**src/rtl/cfg_sequencer_pkg.sv**
```systemverilog
// Shared types and defaults for the Si5340 configuration sequencer.
// Build option: CFG_RETRY_EN enables re-sending a NACKed I2C transaction.
package cfg_sequencer_pkg;

  localparam int CLK_FREQ     = 125_000_000;
  localparam int WORD_NUMBER  = 326;
  localparam int MEM_WIDTH    = 24;
  localparam int DATA_WIDTH   = 8;
  localparam int PAUSE_WORD   = 3;
  // 300 ms settle time after the preamble
  localparam int PAUSE_CYCLES = CLK_FREQ * 3 / 10;
  localparam int RETRY_MAX    = 3;

  localparam logic [6:0] SLAVE_ADDR = 7'h74;
  localparam logic [7:0] PAGE_REG   = 8'h01;

  typedef enum logic {
    WRITE = 1'b0,
    READ  = 1'b1
  } r_w_e;

  typedef enum logic [3:0] {
    IDLE,
    FETCH,
    WAIT_ROM,
    CHECK,
    SEND_PAGE,
    SEND_REG,
    WAIT_DONE,
    NEXT,
    PAUSE,
    DONE,
    ERROR
  } state_e;

endpackage

```
**src/rtl/cfg_sequencer_pause_timer.sv**
```systemverilog
// Down-counting delay timer: loaded while idle, counts while enabled and
// flags the last enabled cycle so the caller spends exactly CYCLES cycles.
module cfg_pause_timer #(
  parameter int CYCLES = 10
) (
  input  logic clk_i,
  input  logic arstn_i,
  input  logic load_i,
  input  logic en_i,
  output logic tc_o
);

  localparam int W = (CYCLES < 1) ? 1 : $clog2(CYCLES + 1);

  logic [W-1:0] cnt;

  // Reload on request, otherwise count down to zero while enabled
  always_ff @(posedge clk_i or negedge arstn_i) begin
    if (!arstn_i) begin
      cnt <= '0;
    end else if (load_i) begin
      cnt <= W'(CYCLES);
    end else if (en_i && (cnt != '0)) begin
      cnt <= cnt - W'(1);
    end
  end

  // A zero-length setting still yields a single pause cycle
  assign tc_o = en_i && (cnt <= W'(1));

endmodule

```
**src/rtl/cfg_sequencer.sv**
```systemverilog
// Walks the Si5340 configuration ROM and feeds page-select and register
// writes to a byte-level I2C write master, with one settle pause after the
// preamble. Build option: CFG_RETRY_EN re-sends a NACKed transaction up to
// RETRY_MAX times before giving up.
module cfg_sequencer
  import cfg_sequencer_pkg::*;
#(
  parameter int         WORD_NUMBER  = cfg_sequencer_pkg::WORD_NUMBER,
  parameter int         MEM_WIDTH    = cfg_sequencer_pkg::MEM_WIDTH,
  parameter int         DATA_WIDTH   = cfg_sequencer_pkg::DATA_WIDTH,
  parameter int         PAUSE_WORD   = cfg_sequencer_pkg::PAUSE_WORD,
  parameter int         PAUSE_CYCLES = cfg_sequencer_pkg::PAUSE_CYCLES,
  parameter logic [6:0] SLAVE_ADDR   = cfg_sequencer_pkg::SLAVE_ADDR
) (
  input  logic                           clk_i,
  input  logic                           arstn_i,
  input  logic                           start_i,
  output logic                           busy_o,
  output logic                           done_o,
  output logic                           err_o,
  output logic [$clog2(WORD_NUMBER)-1:0] rom_addr_o,
  input  logic [MEM_WIDTH-1:0]           rom_data_i,
  output logic                           tx_valid_o,
  input  logic                           tx_ready_i,
  output logic [DATA_WIDTH-1:0]          tx_data_o,
  output logic                           tx_start_o,
  output logic                           tx_stop_o,
  input  logic                           txn_done_i,
  input  logic                           txn_nack_i
);

  localparam int AW = $clog2(WORD_NUMBER);
  localparam int CW = $clog2(WORD_NUMBER + 1);
  localparam bit HAS_PAUSE = (PAUSE_WORD > 0) && (PAUSE_WORD < WORD_NUMBER);

  state_e                  state;
  logic [CW-1:0]           word_cnt;
  logic [CW-1:0]           cnt_inc;
  logic [1:0]              byte_idx;
  logic                    is_page;
  logic                    page_valid;
  logic [MEM_WIDTH-1:0]    word_q;
  logic [DATA_WIDTH-1:0]   cur_page;
  logic [DATA_WIDTH-1:0]   cur_byte;
  logic                    pause_tc;
`ifdef CFG_RETRY_EN
  logic [1:0]              retry_cnt;
`endif

  wire [DATA_WIDTH-1:0] w_page = word_q[3*DATA_WIDTH-1:2*DATA_WIDTH];
  wire [DATA_WIDTH-1:0] w_reg  = word_q[2*DATA_WIDTH-1:DATA_WIDTH];
  wire [DATA_WIDTH-1:0] w_data = word_q[DATA_WIDTH-1:0];

  assign cnt_inc = word_cnt + CW'(1);

  // Byte to present for the current position of a 3-byte write
  always_comb begin
    cur_byte = {SLAVE_ADDR, WRITE};
    case (byte_idx)
      2'd0:    cur_byte = {SLAVE_ADDR, WRITE};
      2'd1:    cur_byte = is_page ? PAGE_REG : w_reg;
      default: cur_byte = is_page ? w_page : w_data;
    endcase
  end

  cfg_pause_timer #(
    .CYCLES (PAUSE_CYCLES)
  ) u_pause (
    .clk_i   (clk_i),
    .arstn_i (arstn_i),
    .load_i  (state != PAUSE),
    .en_i    (state == PAUSE),
    .tc_o    (pause_tc)
  );

  // Fetched word and last written page; both are gated by FSM state/flags
  always_ff @(posedge clk_i) begin
    if (state == WAIT_ROM) begin
      word_q <= rom_data_i;
    end
    if ((state == WAIT_DONE) && txn_done_i && !txn_nack_i && is_page) begin
      cur_page <= w_page;
    end
  end

  // Load sequencer FSM with registered handshake and status outputs
  always_ff @(posedge clk_i or negedge arstn_i) begin
    if (!arstn_i) begin
      state      <= IDLE;
      busy_o     <= 1'b0;
      done_o     <= 1'b0;
      err_o      <= 1'b0;
      rom_addr_o <= '0;
      tx_valid_o <= 1'b0;
      tx_data_o  <= '0;
      tx_start_o <= 1'b0;
      tx_stop_o  <= 1'b0;
      word_cnt   <= '0;
      byte_idx   <= '0;
      is_page    <= 1'b0;
      page_valid <= 1'b0;
`ifdef CFG_RETRY_EN
      retry_cnt  <= '0;
`endif
    end else begin
      case (state)
        IDLE: begin
          if (start_i) begin
            state      <= FETCH;
            busy_o     <= 1'b1;
            done_o     <= 1'b0;
            err_o      <= 1'b0;
            word_cnt   <= '0;
            page_valid <= 1'b0;
          end
        end

        FETCH: begin
          rom_addr_o <= word_cnt[AW-1:0];
          state      <= WAIT_ROM;
        end

        WAIT_ROM: state <= CHECK;

        CHECK: begin
          byte_idx <= '0;
`ifdef CFG_RETRY_EN
          retry_cnt <= '0;
`endif
          if (!page_valid || (w_page != cur_page)) begin
            is_page <= 1'b1;
            state   <= SEND_PAGE;
          end else begin
            is_page <= 1'b0;
            state   <= SEND_REG;
          end
        end

        SEND_PAGE, SEND_REG: begin
          if (tx_valid_o) begin
            if (tx_ready_i) begin
              tx_valid_o <= 1'b0;
              tx_start_o <= 1'b0;
              tx_stop_o  <= 1'b0;
              if (byte_idx == 2'd2) begin
                state <= WAIT_DONE;
              end else begin
                byte_idx <= byte_idx + 2'd1;
              end
            end
          end else begin
            tx_valid_o <= 1'b1;
            tx_data_o  <= cur_byte;
            tx_start_o <= (byte_idx == 2'd0);
            tx_stop_o  <= (byte_idx == 2'd2);
          end
        end

        WAIT_DONE: begin
          if (txn_done_i) begin
            if (!txn_nack_i) begin
              if (is_page) begin
                page_valid <= 1'b1;
                is_page    <= 1'b0;
                byte_idx   <= '0;
`ifdef CFG_RETRY_EN
                retry_cnt  <= '0;
`endif
                state      <= SEND_REG;
              end else begin
                state <= NEXT;
              end
            end else begin
              // Force a page rewrite before the next register write
              page_valid <= 1'b0;
`ifdef CFG_RETRY_EN
              if (retry_cnt < 2'(RETRY_MAX)) begin
                retry_cnt <= retry_cnt + 2'd1;
                byte_idx  <= '0;
                state     <= is_page ? SEND_PAGE : SEND_REG;
              end else begin
                err_o  <= 1'b1;
                busy_o <= 1'b0;
                state  <= ERROR;
              end
`else
              err_o  <= 1'b1;
              busy_o <= 1'b0;
              state  <= ERROR;
`endif
            end
          end
        end

        NEXT: begin
          word_cnt <= cnt_inc;
          if (cnt_inc == CW'(WORD_NUMBER)) begin
            done_o <= 1'b1;
            busy_o <= 1'b0;
            state  <= DONE;
          end else if (HAS_PAUSE && (cnt_inc == CW'(PAUSE_WORD))) begin
            state <= PAUSE;
          end else begin
            state <= FETCH;
          end
        end

        PAUSE: begin
          if (pause_tc) state <= FETCH;
        end

        DONE:    state <= IDLE;
        ERROR:   state <= IDLE;
        default: state <= IDLE;
      endcase
    end
  end

endmodule

```
**config.mk**
```make
export PLATFORM = sky130hd
export DESIGN_NAME = cfg_sequencer
export DESIGN_NICKNAME = d
export VERILOG_FILES = /design/src/rtl/cfg_sequencer_pkg.sv /design/src/rtl/cfg_sequencer_pause_timer.sv /design/src/rtl/cfg_sequencer.sv
export SDC_FILE = /design/constraint.sdc
export NUM_CORES = 1
export LEC_CHECK = 0
export ABC_AREA = 1
export BUFFER_PORTS_ARGS = -buffer_cell sky130_fd_sc_hd__buf_2
export CAP_MARGIN = 5
export CORE_ASPECT_RATIO = 2
export CORE_MARGIN = 4
export CORE_UTILIZATION = 59
export DETAILED_ROUTE_END_ITERATION = 10
export PLACE_DENSITY = 0.8
export SLEW_MARGIN = 40
export SYNTH_ARGS = -nofsm -noshare
export SYNTH_HDL_FRONTEND = slang
export SYNTH_HIERARCHICAL = 1
export SYNTH_SLANG_ARGS = --single-unit
export TNS_END_PERCENT = 5
```
**constraint.sdc**
```tcl
create_clock -name clk_i -period 3.27 [get_ports clk_i]
set_clock_uncertainty 0.1 [all_clocks]
set_input_delay 0.654 -clock clk_i [delete_from_list [all_inputs] [get_ports clk_i]]
set_output_delay 0.654 -clock clk_i [all_outputs]
set_load 0.02 [all_outputs]
```
==> results.toml <==
[status]
outcome = "finished clean"

[floorplanning]
die_x_um = 74
io_pins = 53
core_area_mm2 = 0.00859
fp-row-count = 48
dieArea_mm2 = 0.0104
initial_core_util_pct = 59.8
die_y_um = 140

[sta]
worst_pin_slew_ps = 686
final.setup.tns_ps = 0
hold_viol = 0
maxSlewHeadroom_pct = 54.1
final_max_slew_viol_count = 0
finalCritPeriodShare_pct = 70.8
rsz0062_at_grt = "no"
fmax_mhz = 432
setup_violations = 0
min_period_ps = 2320

[logic_synthesis]
ys_ff_latch = 98
synth_xor_xnor_area_share_pct = 1.36
yosysUniqueCellTypes = 41
synth-compound-area-share_pct = 8.37
ys_top_cells_by_area = "dfrtp_1 (32%), edfxtp_1 (19%), nand2_1 (14%), nor2_1 (6.1%), inv_1 (4.5%)"
ys_warn_count = 6
synth.largest_area_cell = "dfrtp_1"
synthMuxAreaShare_pct = 0
synth_fa_ha_area_share_pct = 1.95
synth_top_area_share_pct = 32.1
yosys_most_used_dff = "dfrtp_1"
synth-edff-count = 32
synth_simple_gate_area_share_pct = 31.1
syn_area_mm2 = 0.00514
ys_async_sr_fraction_pct = 67.3
synthCells = 630
synth_top_family_by_area = "simple AND/OR/NAND/NOR gates"
syn_nets = 668
synth_area_per_cell_um2 = 8.16
yosysSeqAreaShare_pct = 50.8

[clocking]
clk_pin_slew_ps = 70
cts_tree = "done"
cts-root-buf = "clkbuf_16"
clk_latency_ps = 350
h-tree-depth = 3
clock-sinks = 98
cts_hold_buffers = 0
cts_inserted_buffers = 9
cts_resized = 0
cts_setup_buffers = 0
clockBufferDepth = 2

[power_and_ir_drop]
finalPower_mw = 3.95
p_sw_mw = 1.46
p_leak_nw = 2.69
p_seq_share_pct = 43.4
comb_power_share_pct = 28.9
clock_power_share_pct = 27.7
intPower_mw = 2.49
peakVddDrop_v = 0.000363
switching_share_pct = 36.9
p_per_area_mw_per_mm2 = 679

[setup_path]
crit_path_end_kind = "flop"
crit_required_ps = 3150
start_kind = "flop"
worst-setup-path-type = "reg -> reg"
path_max_fanout = 8
cp.arrival_ps = 2200

[global_route]
grt_pass1_vias = 4613
grt_max_degree = 35
overflow = 0
grt_usage_pct = 25.5
antenna_found_initial = 0
grt_pass1_wl_mm = 20.6

[layout]
n_antenna_cell = 0
multiInputGateArea_mm2 = 0.00221
final_util_pct = 67.7
final.fill_count = 693
syn2layout_area_growth_pct = 13.1
drive_gt1_share_pct = 14.8
register_area_mm2 = 0.00261
finalNetCount = 723

[place]
gp_congestion = 0.918
port_buffers = 52
dpl.hpwl_mm = 9.13

[route]
first_pass_iters = 5
drt-vias-per-instance = 5.73
antenna_left = 0
drc = 0
vias = 4526
wirelength_mm = 12.3
avgRoutedWirePerCell_um = 15.6
drt_iter0_drc = 412

[job]
maxCapViolations = 0

[min_path]
hp-class = "in -> async"
-- metal layers --
metal	GRT usage, %	wire [um]	up-vias
met5	0	0	-
met4	13.4	493	0
met3	3.88	550	40
met2	45.2	6730	167
met1	28.1	4530	2146
li1	-	-	2173
-- logic make-up after synthesis --
kind of cell,Yosys count
and+or+nand+nor,361
AOI/OAI and AO/OA,74
buffers and inverters,81
xor gates and xnor gates,8
DFF,98
adders and majority gates,8
-- worst max-delay path, stage by stage, from the launching register on --
cell and delay (ps):
dfrtp_1 450, inv_2 100, nand3_1 150, nor2_1 110, nand2_1 120, nand2_1 110, inv_1 80, o221ai_1 140
nor2_1 580
-- flip-flops by register name (all words and copies together), names as in the netlist --
| register | cells |
|---|---|
| busy_o | 1 |
| byte_idx | 2 |
| cur_page | 8 |
| done_o | 1 |
| err_o | 1 |
| is_page | 1 |
| page_valid | 1 |
| rom_addr_o | 9 |
| state | 4 |
| tx_data_o | 8 |
| tx_start_o | 1 |
| tx_stop_o | 1 |
| tx_valid_o | 1 |
| u_pause/cnt | 26 |
| word_cnt | 9 |
| word_q | 24 |
-- placed cells by master (no fill, tap or decap), drive strengths merged, types with 5 or more instances in the layout --
cell / Yosys / routed
nand2: 190 / 190
nor2: 97 / 97
inv: 70 / 73
dfrtp: 66 / 66
buf: 7 / 55
nand3: 39 / 39
o21ai: 36 / 36
edfxtp: 32 / 32
nand4: 21 / 21
a21oi: 13 / 13
clkbuf: 4 / 9
ha: 8 / 8
xor2: 7 / 7
o211ai: 6 / 6
nor3: 6 / 6
a31oi: 5 / 5
o22ai: 5 / 5
-- worst paths after layout --
path / startpoint / end / slack (ps) / cells past startpoint
worst max-delay path: state[1]$_DFFE_PN0P_ / cur_page[3]$_DFFE_PP_ / 950 / 8
worst min-delay path: arstn_i / rom_addr_o[0]$_DFFE_PN0P_ / 150 / 1
worst max register to register: state[1]$_DFFE_PN0P_ / cur_page[3]$_DFFE_PP_ / 950 / 8
worst min register to register: word_q[16]$_DFFE_PP_ / cur_page[0]$_DFFE_PP_ / 360 / 0
max in group asynchronous: arstn_i / tx_data_o[0]$_DFFE_PN0P_ / 2380 / 2
min in group clk_i: word_q[16]$_DFFE_PP_ / cur_page[0]$_DFFE_PP_ / 360 / 0
-- per-stage QoR --
step / cells / setup WS, ps / hold WS [ps] / area (um2)
2_1_floorplan: 630 / 387 / 258 / 5140
3_3_place_gp: 774 / 1020 / 344 / 5500
3_5_place_dp: 774 / 964 / 345 / 5500
4_1_cts: 790 / 948 / 299 / 5810
5_1_grt: 790 / 735 / 183 / 5810
6_report: 790 / 954 / 148 / 5810
-- layout make-up --
type,count,area share [%]
Tap cell,100,2.15
Multi-Input combinational cell,451,38.0
Clock buffer,9,3.88
Sequential cell,98,45.0
Timing Repair Buffer,55,5.12
Inverter,70,4.52
Clock inverter,7,1.42
-- power groups by stage --
stage / Clock, mW / Sequential (mW) / Combinational (mW)
floorplan: 0 / 1.79 / 0.705
global placement: 0 / 1.72 / 1.09
detailed placement: 0 / 1.73 / 1.13
CTS: 1.12 / 1.71 / 1.14
global route: 1.16 / 1.74 / 1.27
finish: 1.09 / 1.71 / 1.14
-- Yosys cell counts (6+ instances only) --
| master | instances |
|---|---|
| a21oi_1 | 12 |
| dfrtp_1 | 66 |
| edfxtp_1 | 32 |
| ha_1 | 8 |
| inv_1 | 62 |
| inv_2 | 8 |
| nand2_1 | 185 |
| nand3_1 | 39 |
| nand4_1 | 21 |
| nor2_1 | 84 |
| nor2_2 | 7 |
| o211ai_1 | 6 |
| o21ai_0 | 32 |
| xor2_1 | 7 |
Note: power is estimated with default switching activity, not from simulation.
